`src/rtl/uart_rx_fifo_ram.sv`:
```
// Byte storage for the receive FIFO: one synchronous write port and one
// asynchronous read port, shaped so it maps onto distributed RAM.
module uart_rx_fifo_ram #(
   parameter int DEPTH_LOG2 = 4
) (
   input  logic                  i_Clock,
   input  logic                  wr_en,
   input  logic [DEPTH_LOG2-1:0] wr_addr,
   input  logic [7:0]            wr_data,
   input  logic [DEPTH_LOG2-1:0] rd_addr,
   output logic [7:0]            rd_data
);

   localparam int DEPTH = 1 << DEPTH_LOG2;

   logic [7:0] mem [DEPTH];

   // Contents are deliberately left unreset so the array stays RAM-inferable.
   always_ff @(posedge i_Clock) begin
      if (wr_en) begin
         mem[wr_addr] <= wr_data;
      end
   end

   assign rd_data = mem[rd_addr];

endmodule

```
`src/rtl/uart_rx_fifo.sv`:
```
// UART receive FIFO: buffers bytes from the receiver, presents the head byte
// first-word-fall-through, and reports fill level, overrun and interrupt.
module uart_rx_fifo #(
   parameter int DEPTH_LOG2 = 4,
   parameter int IRQ_LEVEL  = 1
) (
   input  logic                  i_Clock,
   input  logic                  reset,
   input  logic                  i_Rx_DV,
   input  logic [7:0]            i_Rx_Byte,
   input  logic                  i_Rd,
   input  logic                  i_Flush,
   input  logic                  i_Clr_Ovr,
   output logic [7:0]            o_Data,
   output logic                  o_Empty,
   output logic                  o_Full,
   output logic [DEPTH_LOG2:0]   o_Count,
   output logic                  o_Overrun,
   output logic                  o_Irq
);

   localparam int PTR_W = DEPTH_LOG2;
   localparam int CNT_W = DEPTH_LOG2 + 1;
   localparam int DEPTH = 1 << DEPTH_LOG2;

   logic [PTR_W-1:0] wr_ptr;
   logic [PTR_W-1:0] rd_ptr;
   logic [CNT_W-1:0] count;
   logic             overrun;
   logic [7:0]       ram_data;
   logic             do_push;
   logic             do_pop;
   logic             drop;
   logic             wr_en;

   // A pop frees a slot in the same cycle, so a full FIFO can still accept a push.
   always_comb begin
      do_pop  = i_Rd && (count != '0);
      do_push = i_Rx_DV && ((count != CNT_W'(DEPTH)) || do_pop);
      drop    = i_Rx_DV && !do_push;
      wr_en   = do_push && !i_Flush && !reset;
   end

   always_ff @(posedge i_Clock) begin
      if (reset) begin
         wr_ptr  <= '0;
         rd_ptr  <= '0;
         count   <= '0;
         overrun <= 1'b0;
      end else begin
         if (i_Flush) begin
            wr_ptr <= '0;
            rd_ptr <= '0;
            count  <= '0;
         end else begin
            if (do_push) begin
               wr_ptr <= wr_ptr + 1'b1;
            end
            if (do_pop) begin
               rd_ptr <= rd_ptr + 1'b1;
            end
            if (do_push && !do_pop) begin
               count <= count + 1'b1;
            end else if (do_pop && !do_push) begin
               count <= count - 1'b1;
            end
         end
         // A fresh overrun outranks a clear arriving in the same cycle.
         if (drop) begin
            overrun <= 1'b1;
         end else if (i_Clr_Ovr) begin
            overrun <= 1'b0;
         end
      end
   end

   uart_rx_fifo_ram #(
      .DEPTH_LOG2(DEPTH_LOG2)
   ) u_ram (
      .i_Clock (i_Clock),
      .wr_en   (wr_en),
      .wr_addr (wr_ptr),
      .wr_data (i_Rx_Byte),
      .rd_addr (rd_ptr),
      .rd_data (ram_data)
   );

   assign o_Empty   = (count == '0);
   assign o_Full    = (count == CNT_W'(DEPTH));
   assign o_Count   = count;
   assign o_Overrun = overrun;
   assign o_Irq     = (count >= CNT_W'(IRQ_LEVEL));
   assign o_Data    = o_Empty ? 8'h00 : ram_data;

endmodule

```
`config.mk`:
```
export PLATFORM = sky130hd
export DESIGN_NAME = uart_rx_fifo
export DESIGN_NICKNAME = d
export VERILOG_FILES = /design/src/rtl/uart_rx_fifo_ram.sv /design/src/rtl/uart_rx_fifo.sv
export SDC_FILE = /design/constraint.sdc
export NUM_CORES = 1
export LEC_CHECK = 0
export CAP_MARGIN = 30
export CORE_UTILIZATION = 59
export DETAILED_ROUTE_END_ITERATION = 12
export PLACE_DENSITY = 0.79
export SLEW_MARGIN = 5
export SYNTH_ARGS = -nofsm -noshare
export SYNTH_HDL_FRONTEND = slang
export SYNTH_HIERARCHICAL = 1
export SYNTH_SLANG_ARGS = --single-unit
```
`constraint.sdc`:
```
create_clock -name i_Clock -period 3.6 [get_ports i_Clock]
set_input_delay 0.72 -clock i_Clock [delete_from_list [all_inputs] [get_ports i_Clock]]
set_output_delay 0.72 -clock i_Clock [all_outputs]
set_load 0.05 [all_outputs]
```
==> impl_metrics.prom, run 1 <==
# TYPE chip_impl_metric gauge
chip_impl_metric{name="ioPinCount",unit=""} 31
chip_impl_metric{name="netSwitchingFraction",unit=""} 0.2456
chip_impl_metric{name="synth_enable_flop_cells",unit=""} 128
chip_impl_info{name="crit_type",value="reg -> out"} 1
chip_impl_metric{name="final_area",unit="um^2"} 6952
chip_impl_metric{name="tightest_slew",unit="ns"} 0.7375
chip_impl_metric{name="fmax",unit="MHz"} 287.8
chip_impl_metric{name="timing.critical_path.required",unit="ns"} 2.88
chip_impl_metric{name="p_int",unit="mW"} 3.041
chip_impl_metric{name="post_synth.cell_area_avg",unit="um^2"} 18.15
chip_impl_metric{name="clkTransAtPathRegs",unit="ns"} 0.06
chip_impl_metric{name="place_ws",unit="ns"} 0.5405
chip_impl_metric{name="worst_skew_pair.late_latency",unit="ns"} 0.51
chip_impl_metric{name="synth_largest_type_area_fraction",unit=""} 0.6578
chip_impl_metric{name="proportion_of_register_bits_with_asynchronous_set_or_reset_after_synthesis",unit=""} 0
chip_impl_metric{name="initial_utilization",unit=""} 0.6206
chip_impl_metric{name="synth_nets",unit=""} 343
chip_impl_info{name="crit_path_top_delay_cell",value="sky130_fd_sc_hd__dfxtp_2"} 1
chip_impl_info{name="tritoncts",value="done"} 1
chip_impl_metric{name="final_setup_violating_endpoints",unit=""} 0
chip_impl_info{name="timing.critical_path.max_delay_family",value="flip-flops"} 1
chip_impl_metric{name="skew",unit="ns"} 0.006329
chip_impl_metric{name="ys_seq_area_frac",unit=""} 0.7058
chip_impl_metric{name="total_routing_usage_reported_by_global_routing",unit=""} 0.2455
chip_impl_metric{name="cts_max_level",unit=""} 4
chip_impl_info{name="timing.critical_path.to_type",value="primary output"} 1
chip_impl_metric{name="detail-route-antenna-nets",unit=""} 0
chip_impl_metric{name="placer_s_final_routability_congestion_estimate",unit=""} 0.7918
chip_impl_metric{name="power_per_cell_area",unit="nW/um^2"} 579.9
chip_impl_metric{name="power.ir.vdd_worst",unit="mV"} 0.8249
chip_impl_metric{name="ys.warnings.count",unit=""} 6
chip_impl_metric{name="clock_power_share",unit=""} 0.435
chip_impl_metric{name="post-dp-hpwl",unit="um"} 7117
chip_impl_info{name="cell_types_with_the_largest_area_share_after_synthesis",value="sky130_fd_sc_hd__edfxtp_1 66%, sky130_fd_sc_hd__mux4_2 6.9%, sky130_fd_sc_hd__mux4_1 6.3%"} 1
chip_impl_info{name="rsz0062_at_grt",value="no"} 1
chip_impl_info{name="synth-main-ff-cell",value="sky130_fd_sc_hd__edfxtp_1"} 1
chip_impl_info{name="cts_root_buffer",value="sky130_fd_sc_hd__clkbuf_8"} 1
chip_impl_metric{name="portBuffers",unit=""} 30
chip_impl_metric{name="final-max-slew-violation-count",unit=""} 0
chip_impl_metric{name="synthCells",unit=""} 322
chip_impl_metric{name="detail_route.iter0.violations",unit=""} 276
chip_impl_metric{name="final.setup.tns",unit="ns"} 0
chip_impl_metric{name="post_dp_cell_area",unit="um^2"} 6347
chip_impl_info{name="netlist.top_cell.by_area",value="sky130_fd_sc_hd__edfxtp_1"} 1
chip_impl_info{name="hp-class",value="reg -> reg"} 1
chip_impl_metric{name="crit_path_max_fanout",unit=""} 21
chip_impl_metric{name="num-fill-cells",unit=""} 559
chip_impl_metric{name="max_cap_violations",unit=""} 0
chip_impl_metric{name="ys_ff_latch",unit=""} 142
chip_impl_metric{name="grt.overflow.total",unit=""} 0
chip_impl_metric{name="die_height",unit="um"} 101.5
chip_impl_metric{name="drc",unit=""} 0
chip_impl_metric{name="worst_path_largest_cell_delay",unit="ns"} 0.70
chip_impl_metric{name="area_growth_syn_to_layout",unit="%"} 18.97
chip_impl_metric{name="final_nets",unit=""} 396
chip_impl_metric{name="route.vias.total",unit=""} 3210
chip_impl_metric{name="timing.final.crit_share",unit=""} 0.9651
chip_impl_info{name="outcome",value="finished clean"} 1
chip_impl_metric{name="clock_sinks",unit=""} 142
chip_impl_metric{name="timing.slew.headroom",unit=""} 0.5073
chip_impl_metric{name="first_global_vias",unit=""} 3208
chip_impl_metric{name="global_route_wire_length_before_repair",unit="um"} 17550
chip_impl_metric{name="avgViaCountPerCell",unit=""} 6.209
chip_impl_metric{name="total_leakage_power",unit="nW"} 2.296
chip_impl_metric{name="finalWorstPathRequiredPeriod",unit="ns"} 3.474
chip_impl_metric{name="seq_area",unit="um^2"} 4125
chip_impl_metric{name="final_layout_size_suffix_gt1_frac",unit=""} 0.2088
chip_impl_metric{name="post_synth_cell_types",unit=""} 39
chip_impl_metric{name="power.combinational.fraction",unit=""} 0.111
chip_impl_metric{name="postRouteWirelength",unit="um"} 11540
chip_impl_metric{name="antenna-diode-count",unit=""} 0
chip_impl_metric{name="placeableCoreArea",unit="um^2"} 9415
chip_impl_info{name="synthMostInstantiatedCell",value="sky130_fd_sc_hd__edfxtp_1"} 1
chip_impl_metric{name="share_seq_of_total_power",unit=""} 0.455
chip_impl_metric{name="post_layout_nonfiller_instances",unit=""} 517
chip_impl_info{name="path_cells",value="buf_12 -> mux4_1 -> a22oi_1 -> nand2_1 -> and2_1 -> buf_4"} 1
chip_impl_info{name="synth_commonest_cells",value="128 x sky130_fd_sc_hd__edfxtp_1, 18 x sky130_fd_sc_hd__mux4_2, 18 x sky130_fd_sc_hd__nand2_1, 17 x sky130_fd_sc_hd__nor2_1, 16 x sky130_fd_sc_hd__a22oi_1"} 1
chip_impl_metric{name="multi_input_comb_area",unit="um^2"} 1590
chip_impl_metric{name="num_rows",unit=""} 35
chip_impl_metric{name="p_switching",unit="uW"} 990.2
chip_impl_metric{name="cts_inserted_buffers",unit=""} 17
chip_impl_metric{name="fp.dieW",unit="um"} 101.5
chip_impl_metric{name="routedWlPerCell",unit="um"} 22.33
chip_impl_metric{name="worstPathArrival",unit="ns"} 2.75
chip_impl_metric{name="detailed_router_iteration_count_before_antenna_repair",unit=""} 5
chip_impl_metric{name="cts.path.max_buffers",unit=""} 2
chip_impl_metric{name="final.setup.worst_slack",unit="ns"} 0.1256
chip_impl_metric{name="synthesis.area",unit="um^2"} 5843
chip_impl_metric{name="grt_max_degree",unit=""} 32
chip_impl_metric{name="fp.dieArea",unit="um^2"} 10310
chip_impl_info{name="startpoint_type",value="flop"} 1
chip_impl_metric{name="final_hold_vio_count",unit=""} 0
chip_impl_metric{name="critical_path_buf_inv_count",unit=""} 2
chip_impl_metric{name="initial_antenna_violation_count",unit=""} 0
chip_impl_metric{name="numPlacedInstances",unit=""} 485
## state kept, by name, indices dropped and copies added, names as in the netlist
register and cells:
o_Count 5, o_Overrun 1, rd_ptr 4, u_ram/mem 128, wr_ptr 4
## stage by stage
step / hold WS [ns] / util / total power, mW
5_1_grt: 0.5580 / 0.7383 / 4.153
2_1_floorplan: 0.4727 / - / 2.168
3_3_place_gp: 0.4760 / 0.6742 / 2.302
4_1_cts: 0.4938 / 0.7381 / 4.051
6_report: 0.4903 / 0.7383 / 4.031
3_5_place_dp: 0.4788 / 0.6742 / 2.312
## per-layer routing
metal  part of all wire  global-route usage  up-vias
met2               0.51              0.3940      115
met4              0.016             0.08584        0
met5                  0                   0        -
met3              0.052             0.06832       16
met1               0.43              0.3269     1655
li1                   -                   -     1424
## repair_timing
action / CTS / global route
buffers inserted: 0 / 0
hold buffers: 0 / 0
endpoints found under the setup margin: 0 / 1
gates resized for setup: 0 / 1
## final timing paths
kind	start	to	slack, ns	cells past startpoint
worst min-delay path	o_Overrun	o_Overrun	0.49	2
worst min register to register	o_Overrun	o_Overrun	0.49	2
worst max-delay path	rd_ptr[0]	o_Data[0]	0.13	6
worst max register to register	o_Count[0]	u_ram/mem[0][1]	0.78	8
## logic make-up (layout without fill, tap and decap cells)
kind of cell | Yosys count | in the layout | share of synthesized area
AO/OA/AOI/OAI | 38 | 38 | 0.04582
XOR/XNOR | 2 | 2 | 0.002998
adder cells (fa/ha/maj) | 7 | 7 | 0.01499
buffers and inverters | 21 | 87 | 0.02206
flip-flops | 142 | 142 | 0.7058
multiplexers | 37 | 37 | 0.1409
AND/OR/NAND/NOR | 75 | 75 | 0.06745
## power groups by stage
stage,Sequential [mW],Combinational (mW),Clock [mW]
detailed placement,1.87,0.444,0
floorplan,1.88,0.288,0
global route,1.84,0.469,1.85
finish,1.83,0.445,1.75
global placement,1.87,0.436,0
CTS,1.83,0.448,1.77
## final cells by class
cell class | instances | area share
inverter | 6 | 0.003240
timing repair buffer | 49 | 0.06479
clock inverter | 14 | 0.02646
multi-input combinational | 159 | 0.2288
clock buffer | 18 | 0.06012
sequential | 142 | 0.5934
tap | 129 | 0.02322
## worst reg2reg max path, cell delays in order, from the launching register on
cell,delay (ns)
sky130_fd_sc_hd__dfxtp_1,0.44
sky130_fd_sc_hd__inv_1,0.11
sky130_fd_sc_hd__ha_1,0.22
sky130_fd_sc_hd__and4bb_2,0.28
sky130_fd_sc_hd__a21boi_2,0.29
sky130_fd_sc_hd__and2_1,0.25
sky130_fd_sc_hd__or3b_2,0.51
sky130_fd_sc_hd__nor3_1,0.21
sky130_fd_sc_hd__buf_4,0.22
## placed cells by master, fill, tap and decap left out, types with 2 or more instances in the layout
| cell | instances |
|---|---|
| sky130_fd_sc_hd__clkbuf_16 | 16 |
| sky130_fd_sc_hd__edfxtp_1 | 128 |
| sky130_fd_sc_hd__or4_1 | 2 |
| sky130_fd_sc_hd__bufinv_16 | 3 |
| sky130_fd_sc_hd__buf_4 | 25 |
| sky130_fd_sc_hd__o21ai_0 | 6 |
| sky130_fd_sc_hd__clkdlybuf4s50_1 | 21 |
| sky130_fd_sc_hd__clkinvlp_4 | 4 |
| sky130_fd_sc_hd__ha_1 | 7 |
| sky130_fd_sc_hd__a2111o_1 | 3 |
| sky130_fd_sc_hd__nand3_1 | 4 |
| sky130_fd_sc_hd__o31ai_1 | 2 |
| sky130_fd_sc_hd__inv_6 | 3 |
| sky130_fd_sc_hd__mux4_2 | 18 |
| sky130_fd_sc_hd__nand3b_1 | 2 |
| sky130_fd_sc_hd__nand2_1 | 18 |
| sky130_fd_sc_hd__nor2_1 | 17 |
| sky130_fd_sc_hd__nor3_1 | 4 |
| sky130_fd_sc_hd__inv_1 | 6 |
| sky130_fd_sc_hd__dfxtp_1 | 13 |
| sky130_fd_sc_hd__a21oi_1 | 8 |
| sky130_fd_sc_hd__buf_12 | 2 |
| sky130_fd_sc_hd__nand4_1 | 3 |
| sky130_fd_sc_hd__and2_1 | 10 |
| sky130_fd_sc_hd__mux2i_1 | 5 |
| sky130_fd_sc_hd__mux4_1 | 14 |
| sky130_fd_sc_hd__or4b_1 | 2 |
| sky130_fd_sc_hd__nand2b_1 | 2 |
| sky130_fd_sc_hd__a22oi_1 | 16 |
| sky130_fd_sc_hd__clkinv_4 | 3 |
| sky130_fd_sc_hd__or3_1 | 5 |
No activity file was read; power rests on OpenSTA's default activity.
==> run 2, diff against run 1 <==
- TNS_END_PERCENT: unset -> 1
==> results of run 2 <==
Final layout, timing and power as in run 1 (identical DEF).
